--- config.mk ---
export PLATFORM = sky130hd
export DESIGN_NAME = csr_access_ctrl
export DESIGN_NICKNAME = d
export VERILOG_FILES = /design/src/rtl/csr_pkg.sv /design/src/rtl/csr_access_ctrl.sv
export SDC_FILE = /design/constraint.sdc
export NUM_CORES = 1
export LEC_CHECK = 0
export BUFFER_PORTS_ARGS = -buffer_cell sky130_fd_sc_hd__buf_2
export CAP_MARGIN = 10
export CORE_AREA = 3 3 135 137
export CTS_BUF_LIST = sky130_fd_sc_hd__clkbuf_8
export DETAILED_ROUTE_END_ITERATION = 6
export DIE_AREA = 0 0 138 140
export PLACE_DENSITY = 0.65
export SETUP_SLACK_MARGIN = 0.3
export SYNTH_ARGS = -nofsm -noshare
export SYNTH_HDL_FRONTEND = slang
export SYNTH_SLANG_ARGS = --single-unit
--- constraint.sdc ---
create_clock -name clk -period 2.7 [get_ports clk]
set_clock_uncertainty 0.05 [all_clocks]
set_input_delay 0.27 -clock clk [delete_from_list [all_inputs] [get_ports clk]]
set_output_delay 0.27 -clock clk [all_outputs]
set_load 0.02 [all_outputs]
--- src/rtl/csr_pkg.sv ---
// csr_pkg: shared encodings for the CSR access controller.
// Holds request op codes, FSM state codes, the privilege-fault exception
// code and the CSR numbers used by the surrounding core.
package csr_pkg;

  // Request op encodings as presented on req_op
  localparam logic [1:0] OP_CSRRD   = 2'b00;
  localparam logic [1:0] OP_CSRWR   = 2'b01;
  localparam logic [1:0] OP_CSRXCHG = 2'b10;
  localparam logic [1:0] OP_ERTN    = 2'b11;

  // Controller FSM state encodings
  localparam logic [2:0] ST_IDLE  = 3'd0;
  localparam logic [2:0] ST_READ  = 3'd1;
  localparam logic [2:0] ST_WRITE = 3'd2;
  localparam logic [2:0] ST_ERTN  = 3'd3;
  localparam logic [2:0] ST_EXC   = 3'd4;
  localparam logic [2:0] ST_RESP  = 3'd5;

  // Instruction privilege error exception code
  localparam logic [5:0] ECODE_IPE = 6'h0E;

  // CSR numbers known to the core
  localparam logic [13:0] CSR_CRMD  = 14'h0000;
  localparam logic [13:0] CSR_PRMD  = 14'h0001;
  localparam logic [13:0] CSR_ECFG  = 14'h0004;
  localparam logic [13:0] CSR_ESTAT = 14'h0005;
  localparam logic [13:0] CSR_ERA   = 14'h0006;
  localparam logic [13:0] CSR_SAVE0 = 14'h0030;
  localparam logic [13:0] CSR_SAVE1 = 14'h0031;
  localparam logic [13:0] CSR_SAVE2 = 14'h0032;
  localparam logic [13:0] CSR_SAVE3 = 14'h0033;

endpackage

--- src/rtl/csr_access_ctrl.sv ---
// csr_access_ctrl: sequences csrrd / csrwr / csrxchg / ertn requests against
// the CSR file. A request is accepted in IDLE, the old CSR value is read,
// optionally written back with a mask, and a single response is returned.
// Optional feature: define CSR_PRIV_CHECK_EN to raise an instruction
// privilege exception (IPE) for any request issued with cur_plv != 0.
module csr_access_ctrl
  import csr_pkg::*;
(
  input  logic        clk,
  input  logic        rst,
  input  logic        req_valid,
  output logic        req_ready,
  input  logic [1:0]  req_op,
  input  logic [13:0] req_num,
  input  logic [31:0] req_rd_val,
  input  logic [31:0] req_rj_val,
  input  logic [31:0] req_pc,
  input  logic [1:0]  cur_plv,
  output logic        resp_valid,
  input  logic        resp_ready,
  output logic [31:0] resp_rdata,
  output logic        resp_ex,
  input  logic        flush,
  output logic        csr_re,
  output logic [13:0] csr_num,
  input  logic [31:0] csr_rvalue,
  output logic        csr_we,
  output logic [31:0] csr_wmask,
  output logic [31:0] csr_wvalue,
  output logic        ertn_flush,
  output logic        wb_ex,
  output logic [5:0]  wb_ecode,
  output logic [8:0]  wb_esubcode,
  output logic [31:0] wb_pc,
  output logic [31:0] wb_vaddr
);

  logic [2:0]  state;
  logic [2:0]  state_nxt;
  logic [1:0]  op_q;
  logic [13:0] num_q;
  logic [31:0] rd_val_q;
  logic [31:0] rj_val_q;
  logic [31:0] pc_q;
  logic [31:0] rdata_q;
  logic        ex_q;
  logic        accept;
  logic        take;
  logic        priv_fault;

  // req_ready is held low while reset is asserted so every output reads 0
  assign req_ready = (state == ST_IDLE) && !rst;
  assign accept    = req_valid && req_ready;
  // A flush coinciding with the handshake cancels the request outright
  assign take      = accept && !flush;

`ifdef CSR_PRIV_CHECK_EN
  assign priv_fault = (cur_plv != 2'b00);
`else
  logic unused_priv;
  assign priv_fault  = 1'b0;
  assign unused_priv = ^{cur_plv, pc_q};
`endif

  // Next-state selection; flush cancels any in-flight work back to IDLE
  always_comb begin
    state_nxt = state;
    case (state)
      ST_IDLE: begin
        if (take) begin
          if (priv_fault)
            state_nxt = ST_EXC;
          else if (req_op == OP_ERTN)
            state_nxt = ST_ERTN;
          else
            state_nxt = ST_READ;
        end
      end
      ST_READ: begin
        if (flush)
          state_nxt = ST_IDLE;
        else if (op_q == OP_CSRRD)
          state_nxt = ST_RESP;
        else
          state_nxt = ST_WRITE;
      end
      ST_WRITE: state_nxt = flush ? ST_IDLE : ST_RESP;
      ST_ERTN:  state_nxt = flush ? ST_IDLE : ST_RESP;
      ST_EXC:   state_nxt = flush ? ST_IDLE : ST_RESP;
      ST_RESP: begin
        if (flush || resp_ready)
          state_nxt = ST_IDLE;
      end
      default:  state_nxt = ST_IDLE;
    endcase
  end

  // State register, request capture and response data capture
  always_ff @(posedge clk) begin
    if (rst) begin
      state    <= ST_IDLE;
      op_q     <= '0;
      num_q    <= '0;
      rd_val_q <= '0;
      rj_val_q <= '0;
      pc_q     <= '0;
      rdata_q  <= '0;
      ex_q     <= 1'b0;
    end else begin
      state <= state_nxt;
      if (take) begin
        op_q     <= req_op;
        num_q    <= req_num;
        rd_val_q <= req_rd_val;
        rj_val_q <= req_rj_val;
        pc_q     <= req_pc;
        rdata_q  <= '0;
        ex_q     <= 1'b0;
      end
      case (state)
        ST_READ: rdata_q <= csr_rvalue;
        ST_EXC:  ex_q    <= 1'b1;
        default: ;
      endcase
    end
  end

  // CSR file read/write strobes; side-effecting strobes die on flush or reset
  always_comb begin
    csr_num    = (state == ST_IDLE) ? 14'd0 : num_q;
    csr_re     = (state == ST_READ) && !rst;
    csr_we     = (state == ST_WRITE) && !flush && !rst;
    csr_wmask  = '0;
    csr_wvalue = '0;
    if (state == ST_WRITE) begin
      csr_wmask  = (op_q == OP_CSRWR) ? 32'hFFFF_FFFF : rj_val_q;
      csr_wvalue = rd_val_q;
    end
    ertn_flush = (state == ST_ERTN) && !flush && !rst;
  end

  // Response port is only non-zero while a response is being offered
  always_comb begin
    resp_valid = (state == ST_RESP);
    resp_rdata = (state == ST_RESP) ? rdata_q : 32'd0;
    resp_ex    = (state == ST_RESP) ? ex_q : 1'b0;
  end

`ifdef CSR_PRIV_CHECK_EN
  // Exception report towards writeback while in EXC
  always_comb begin
    wb_ex    = (state == ST_EXC) && !flush && !rst;
    wb_ecode = (state == ST_EXC) ? ECODE_IPE : 6'd0;
    wb_pc    = (state == ST_EXC) ? pc_q : 32'd0;
  end
`else
  // No privilege checking: the exception report stays quiet
  always_comb begin
    wb_ex    = 1'b0;
    wb_ecode = 6'd0;
    wb_pc    = 32'd0;
  end
`endif

  assign wb_esubcode = 9'd0;
  assign wb_vaddr    = 32'd0;

endmodule

==> run_summary.xml, run 1 <==
<?xml version="1.0" encoding="UTF-8"?>
<metrics>
  <group name="layout">
    <metric name="num_antenna_cells" unit="">0</metric>
    <metric name="final_util" unit="">0.4867</metric>
    <metric name="fill_cells" unit="">1682</metric>
    <metric name="drive_above_1_share" unit="">0.2768</metric>
    <metric name="final_net_count" unit="">1200</metric>
    <metric name="most-common-layout-cells" unit="">231 x buf_2, 115 x dfxtp_1, 103 x dlygate4sd3_1</metric>
    <metric name="layout-area-overhead-vs-synth" unit="%">42.18</metric>
    <metric name="most_common_cell_after_layout_fill_and_taps_aside" unit="">buf_2</metric>
    <metric name="layout.cells.non_filler" unit="">1287</metric>
  </group>
  <group name="clocking">
    <metric name="tritoncts.num_buffers" unit="">17</metric>
    <metric name="cts_buffer_depth" unit="">2</metric>
    <metric name="ctsRootBufferMaster" unit="">clkbuf_8</metric>
    <metric name="post_cts_buffers" unit="">0</metric>
    <metric name="htreeDepth" unit="">4</metric>
    <metric name="worst_skew_pair.late_latency" unit="ns">0.44</metric>
    <metric name="clock_slew_at_reported_path_ffs" unit="ns">0.07</metric>
    <metric name="cts_sinks" unit="">116</metric>
    <metric name="cts_tree" unit="">done</metric>
  </group>
  <group name="floorplan">
    <metric name="design.portCount" unit="">347</metric>
    <metric name="die_area" unit="mm^2">0.01932</metric>
    <metric name="core-area" unit="mm^2">0.01718</metric>
    <metric name="initial_utilization" unit="">0.3423</metric>
    <metric name="std_cell_rows" unit="">48</metric>
    <metric name="die_w" unit="um">138</metric>
    <metric name="die_h" unit="um">140</metric>
  </group>
  <group name="worst_setup_path">
    <metric name="startpoint_to_endpoint_class_of_the_critical_path" unit="">reg2out</metric>
    <metric name="timing.critical_path.cells" unit="">or3_4 &gt; buf_12 &gt; and2_1 &gt; buf_2</metric>
    <metric name="critical_path.max_fanout" unit="">41</metric>
    <metric name="cp-end-kind" unit="">primary output</metric>
    <metric name="cp_data_arrival_time" unit="ns">1.99</metric>
    <metric name="cp_data_required_time" unit="ns">2.38</metric>
    <metric name="critical_path.slowest_cell" unit="">or3_4</metric>
    <metric name="worstSetupStartpointType" unit="">register</metric>
    <metric name="timing.critical_path.slowest_cell_delay" unit="ns">0.56</metric>
  </group>
  <group name="sta">
    <metric name="period_needed" unit="ns">2.307</metric>
    <metric name="worst-slew-pin-transition" unit="ns">0.6243</metric>
    <metric name="final.setup.tns" unit="ns">0</metric>
    <metric name="max_clk_rate" unit="MHz">433.5</metric>
    <metric name="relSlewSlack" unit="">0.5838</metric>
    <metric name="setup_repair_after_global_routing_missed_its_margin" unit="">false</metric>
    <metric name="final_hold_viol_count" unit="">0</metric>
    <metric name="timing.final.crit_share" unit="">0.8543</metric>
    <metric name="worst_hold_slack" unit="ns">0.04458</metric>
    <metric name="setup_violations" unit="">0</metric>
    <metric name="timing_max_transition_violations_final" unit="">0</metric>
  </group>
  <group name="routing">
    <metric name="drtPass1Iterations" unit="">4</metric>
    <metric name="count_of_vias_placed_by_the_detailed_router" unit="">6071</metric>
    <metric name="detail_route.wl_per_cell" unit="um">14.73</metric>
    <metric name="routed_wirelength" unit="mm">18.95</metric>
    <metric name="first_iter_violations" unit="">318</metric>
    <metric name="detail-route-antenna-nets" unit="">0</metric>
    <metric name="average_via_count_per_standard_cell" unit="">4.717</metric>
    <metric name="drc" unit="">0</metric>
  </group>
  <group name="power_and_ir_drop">
    <metric name="total_leakage_power" unit="nW">3.728</metric>
    <metric name="worst_ir_drop_vdd" unit="mV">0.3195</metric>
    <metric name="power_per_cell_area" unit="mW/mm^2">493.0</metric>
    <metric name="total_power" unit="mW">4.121</metric>
  </group>
  <group name="place">
    <metric name="port_buffers" unit="">232</metric>
    <metric name="place_inst" unit="">1152</metric>
    <metric name="place_hpwl" unit="mm">11.62</metric>
    <metric name="finalWeightedCongestion" unit="">0.7685</metric>
  </group>
  <group name="grt">
    <metric name="grt-ovfl-total" unit="">0</metric>
    <metric name="grt_first_pass_wirelength" unit="mm">29.75</metric>
    <metric name="antenna_found_initial" unit="">0</metric>
    <metric name="grt_use_total" unit="">0.1855</metric>
    <metric name="pin_count_of_the_biggest_net_entering_global_routing" unit="">53</metric>
    <metric name="number_of_global_route_vias_before_repair" unit="">5838</metric>
  </group>
  <group name="logic_synthesis">
    <metric name="number_of_synthesized_flops_with_an_enable_pin" unit="">0</metric>
    <metric name="yosysTopAreaCellShare" unit="">0.3950</metric>
    <metric name="netlist_instances" unit="">748</metric>
    <metric name="syn_area_per_cell" unit="um^2">7.860</metric>
    <metric name="ys_warn_count" unit="">0</metric>
    <metric name="ys_async_sr_fraction" unit="">0</metric>
    <metric name="syn_area" unit="mm^2">0.005879</metric>
    <metric name="synth_area_leaders" unit="">dfxtp_1 39%, buf_4 10%, and2_1 8.4%, a21oi_1 7.1%, nand3_1 6.9%</metric>
    <metric name="synth_seq_area_share" unit="">0.3950</metric>
    <metric name="yosys.area.top_type" unit="">dfxtp_1</metric>
    <metric name="synth_flop_cell" unit="">dfxtp_1</metric>
    <metric name="yosysUniqueCellTypes" unit="">31</metric>
    <metric name="ys_seq_elements" unit="">116</metric>
  </group>
  <group name="run_status">
    <metric name="outcome" unit="">complete, no violations</metric>
  </group>
  <group name="run">
    <metric name="max-cap-violations" unit="">0</metric>
  </group>
  <group name="hold_path">
    <metric name="worstHoldPathType" unit="">in2reg</metric>
  </group>
</metrics>
## kinds of logic (layout without fill, tap and decap cells)
kind of cell | count (synthesis) | after routing | synth area share
compound gates | 232 | 232 | 0.2271
simple gates | 214 | 214 | 0.2005
buf+inv | 185 | 420 | 0.1768
flops | 116 | 116 | 0.3950
other cells | 1 | 80 | 0.0006378
## critical path, delay by kind of cell (launching register included)
family,cells,cell delay (ns)
buffers and inverters,2,0.39
flip-flops,1,0.43
AND/OR/NAND/NOR,2,0.73
## path summary, 6_finish.rpt
kind                            slack (ns)  depth (start not counted)               startpoint                   endpoint
worst min register to register        0.41                          2  rdata_q[5]$_SDFFE_PP0P_    rdata_q[5]$_SDFFE_PP0P_
worst min-delay path                  0.04                          3                req_op[0]       op_q[0]$_SDFFE_PP0P_
worst max-delay path                  0.39                          4    state[2]$_SDFFE_PP0P_                 csr_num[8]
worst max register to register        0.99                          4    state[2]$_SDFFE_PP0P_  rd_val_q[30]$_SDFFE_PP0P_
## cell usage after synthesis, types with 2 or more instances
cell type / instances
nor2_1: 4
dfxtp_1: 116
buf_4: 80
a221o_1: 2
nor2b_1: 2
a21oi_1: 83
o21a_1: 33
buf_6: 4
nand3_1: 81
o21ai_1: 20
o31ai_1: 31
or3b_1: 2
nand2_1: 33
o21ai_0: 61
nor3b_1: 3
inv_1: 32
and2_1: 79
buf_2: 12
clkbuf_1: 49
nor3_1: 2
and3b_1: 2
buf_1: 8
## repair_timing
action / CTS / global route
hold buffers: 103 / 0
gates cloned: 0 / 0
pin swaps: 0 / 1
endpoints found under the hold margin: 103 / 0
gates resized for setup: 3 / 0
setup endpoints to repair: 15 / 5
## metrics by stage
step	setup slack [ns]	instance area, um^2
6_report	0.3934	8359
5_1_grt	0.3016	8359
4_1_cts	0.3339	8359
3_5_place_dp	0.5949	6894
3_3_place_gp	0.6050	6894
2_1_floorplan	0.9024	6176
## layout make-up
| class | count | area [um^2] | share of cell area |
|---|---|---|---|
| Clock inverter | 14 | 177.7 | 0.02125 |
| Timing Repair Buffer | 356 | 2369 | 0.2833 |
| Tap cell | 225 | 281.5 | 0.03368 |
| Clock buffer | 18 | 247.7 | 0.02964 |
| Sequential cell | 116 | 2323 | 0.2780 |
| Inverter | 32 | 120.1 | 0.01437 |
| Multi-Input combinational cell | 526 | 2840 | 0.3398 |
## report_power, final
part           total, mW  switching (mW)  internal, mW
registers           1.79          0.0256          1.77
logic              0.604           0.364         0.240
clock network       1.73           0.779         0.947
total               4.12            1.17          2.95
## layer usage
metal  routed length (um)  up-vias  GRT usage
met4                  421        0    0.06968
met2                 9541      246     0.3261
li1                     -     2970          -
met3                 1220       28    0.05258
met1                 7769     2827     0.2148
met5                    0        -          0
## flip-flops by register name, summed over array words and instances (netlist names)
register / cells
num_q: 14
rd_val_q: 32
rdata_q: 32
rj_val_q: 32
op_q: 2
state: 3
ex_q: 1
Power figures use the tool's default switching activity.
==> inputs of run 2 (changes only) <==
Settings changed: SETUP_SLACK_MARGIN 0.3 to 0.4.
==> run 2 against run 1 <==
Hold slack improved by 0.00087 ns. Sequential power is essentially flat. First-iteration DRC count increased by 13%. Global-route usage increased by 0.37 points. Setup slack gained 0.11 ns. Combinational power is 3% higher. Critical path depth rose by 3. Final area increased by 1.8%. Critical endpoint is now csr_wmask[7].
==> run_summary.xml, run 2 (synthesized netlist as in run 1, its figures left out) <==
<?xml version="1.0" encoding="UTF-8"?>
<metrics>
  <group name="run_status">
    <metric name="outcome" unit="">complete, no violations</metric>
  </group>
  <group name="routing">
    <metric name="average_via_count_per_standard_cell" unit="">4.725</metric>
    <metric name="drc" unit="">0</metric>
    <metric name="routed_wirelength" unit="mm">19.55</metric>
    <metric name="detail_route.wl_per_cell" unit="um">15.09</metric>
    <metric name="drtPass1Iterations" unit="">5</metric>
    <metric name="count_of_vias_placed_by_the_detailed_router" unit="">6124</metric>
    <metric name="first_iter_violations" unit="">359</metric>
    <metric name="detail-route-antenna-nets" unit="">0</metric>
  </group>
  <group name="grt">
    <metric name="grt-ovfl-total" unit="">0</metric>
    <metric name="number_of_global_route_vias_before_repair" unit="">5882</metric>
    <metric name="grt_use_total" unit="">0.1892</metric>
    <metric name="pin_count_of_the_biggest_net_entering_global_routing" unit="">53</metric>
    <metric name="grt_first_pass_wirelength" unit="mm">30.20</metric>
    <metric name="antenna_found_initial" unit="">0</metric>
  </group>
  <group name="floorplan">
    <metric name="initial_utilization" unit="">0.3423</metric>
    <metric name="die_w" unit="um">138</metric>
    <metric name="die_area" unit="mm^2">0.01932</metric>
    <metric name="design.portCount" unit="">347</metric>
    <metric name="die_h" unit="um">140</metric>
    <metric name="std_cell_rows" unit="">48</metric>
    <metric name="core-area" unit="mm^2">0.01718</metric>
  </group>
  <group name="sta">
    <metric name="max_clk_rate" unit="MHz">455.7</metric>
    <metric name="timing_max_transition_violations_final" unit="">0</metric>
    <metric name="relSlewSlack" unit="">0.5856</metric>
    <metric name="timing.final.crit_share" unit="">0.8128</metric>
    <metric name="worst-slew-pin-transition" unit="ns">0.6216</metric>
    <metric name="setup_violations" unit="">0</metric>
    <metric name="period_needed" unit="ns">2.195</metric>
    <metric name="final_hold_viol_count" unit="">0</metric>
    <metric name="final.setup.tns" unit="ns">0</metric>
    <metric name="setup_repair_after_global_routing_missed_its_margin" unit="">false</metric>
  </group>
  <group name="power_and_ir_drop">
    <metric name="total_power" unit="mW">4.140</metric>
    <metric name="power_per_cell_area" unit="mW/mm^2">486.6</metric>
    <metric name="worst_ir_drop_vdd" unit="mV">0.3179</metric>
    <metric name="total_leakage_power" unit="nW">3.792</metric>
  </group>
  <group name="layout">
    <metric name="most-common-layout-cells" unit="">230 x buf_2, 113 x dfxtp_1, 103 x dlygate4sd3_1</metric>
    <metric name="fill_cells" unit="">1668</metric>
    <metric name="final_net_count" unit="">1209</metric>
    <metric name="layout-area-overhead-vs-synth" unit="%">44.69</metric>
    <metric name="most_common_cell_after_layout_fill_and_taps_aside" unit="">buf_2</metric>
    <metric name="finish.instance_area" unit="mm^2">0.008507</metric>
    <metric name="num_antenna_cells" unit="">0</metric>
    <metric name="largestRegisters" unit="">rd_val_q (32), rdata_q (32), rj_val_q (32)</metric>
    <metric name="drive_above_1_share" unit="">0.2848</metric>
  </group>
  <group name="hold_path">
    <metric name="hold-path-endpoint" unit="">rj_val_q[24]$_SDFFE_PP0P_</metric>
    <metric name="worstHoldPathType" unit="">in2reg</metric>
    <metric name="worstHoldStart" unit="">req_rj_val[24]</metric>
    <metric name="worst_hold_path.num_cells" unit="">3</metric>
  </group>
  <group name="place">
    <metric name="detailed_place.area" unit="mm^2">0.006894</metric>
    <metric name="port_buffers" unit="">232</metric>
    <metric name="place_hpwl" unit="mm">11.62</metric>
    <metric name="finalWeightedCongestion" unit="">0.7685</metric>
  </group>
  <group name="worst_setup_path">
    <metric name="reg2reg_setup_slack" unit="ns">0.89</metric>
    <metric name="cp_data_arrival_time" unit="ns">1.87</metric>
    <metric name="critical_path.slowest_cell" unit="">dfxtp_2</metric>
    <metric name="cp-startpoint" unit="">state[0]$_SDFFE_PP0P_</metric>
    <metric name="timing.critical_path.cells" unit="">buf_6 &gt; nor3b_4 &gt; buf_6 &gt; buf_6 &gt; clkbuf_16 &gt; o21a_1 &gt; buf_2</metric>
    <metric name="startpoint_to_endpoint_class_of_the_critical_path" unit="">reg2out</metric>
    <metric name="cp-end-kind" unit="">primary output</metric>
    <metric name="timing.critical_path.slowest_cell_delay" unit="ns">0.35</metric>
    <metric name="crit_family" unit="">buffers and inverters</metric>
    <metric name="worst_reg2reg_startpoint" unit="">state[2]$_SDFFE_PP0P_</metric>
    <metric name="worstRegToRegCells" unit="">6</metric>
    <metric name="critical_path.max_fanout" unit="">18</metric>
    <metric name="worstSetupStartpointType" unit="">register</metric>
    <metric name="cp_data_required_time" unit="ns">2.38</metric>
    <metric name="r2r_end" unit="">rj_val_q[23]$_SDFFE_PP0P_</metric>
    <metric name="timing.critical_path.buf_inv" unit="">5</metric>
    <metric name="crit_path_frequent_cell" unit="">buf_6</metric>
  </group>
  <group name="clocking">
    <metric name="cts_tree" unit="">done</metric>
    <metric name="tritoncts.num_buffers" unit="">17</metric>
    <metric name="clock_slew_at_reported_path_ffs" unit="ns">0.07</metric>
    <metric name="htreeDepth" unit="">4</metric>
    <metric name="cts_sinks" unit="">116</metric>
    <metric name="ctsRootBufferMaster" unit="">clkbuf_8</metric>
    <metric name="cts_buffer_depth" unit="">2</metric>
    <metric name="worst_skew_pair.late_latency" unit="ns">0.44</metric>
  </group>
  <group name="run">
    <metric name="max-cap-violations" unit="">0</metric>
  </group>
</metrics>
-- run 2: final cells by class --
type	count	area (um^2)	share of cell area
clock inverter	14	177.7	0.02089
inverter	32	120.1	0.01412
tap	225	281.5	0.03309
sequential	116	2328	0.2737
timing repair buffer	364	2497	0.2936
clock buffer	18	247.7	0.02912
multi-input combinational	527	2854	0.3355
-- run 2: worst reg2reg max path, delay by kind of cell, from the launching register on --
family	cells	cell delay [ns]
compound gates	2	0.27
buf+inv	3	0.51
simple gates	1	0.44
flops	1	0.41
-- run 2: repair_timing --
item | in CTS | in global routing
hold buffers | 103 | 0
endpoints found under the setup margin | 56 | 106
cloned | 1 | 2
setup buffers | 3 | 3
endpoints found under the hold margin | 103 | 0
resized for setup | 4 | 12
pin swaps | 1 | 1
-- run 2: through the flow --
step / hold slack [ns] / util / worst slack [ns] / cells
3_3_place_gp: 0.3987 / 0.4014 / 0.6050 / 1152
4_1_cts: 0.003286 / 0.4886 / 0.3603 / 1291
2_1_floorplan: 0.3285 / - / 0.9024 / 827
5_1_grt: 0.02055 / 0.4953 / 0.4073 / 1296
6_report: 0.04545 / 0.4953 / 0.5054 / 1296
3_5_place_dp: 0.3996 / 0.4014 / 0.5949 / 1152
-- run 2: worst max-delay path by stage --
| stage | cells past startpoint | endpoint |
|---|---|---|
| after global routing | 7 | csr_wvalue[2] |
| after floorplan | 6 | req_ready |
| after global placement | 4 | csr_num[2] |
| final | 7 | csr_wmask[7] |
| after detailed placement | 4 | csr_num[6] |
| after CTS | 4 | resp_rdata[11] |
-- run 2: power by group --
part | internal, mW | leakage, nW | switching (mW)
registers | 1.77 | 0.942 | 0.0273
logic | 0.252 | 2.65 | 0.369
clock network | 0.947 | 0.202 | 0.779
-- run 2: metal layers --
metal  track usage  vias to the layer above  wire length, um
li1              -                     2997                -
met1        0.2205                     2845             8048
met2        0.3327                      256             9811
met3       0.05258                       26             1301
met4       0.06864                        0              391
met5             0                        -                0
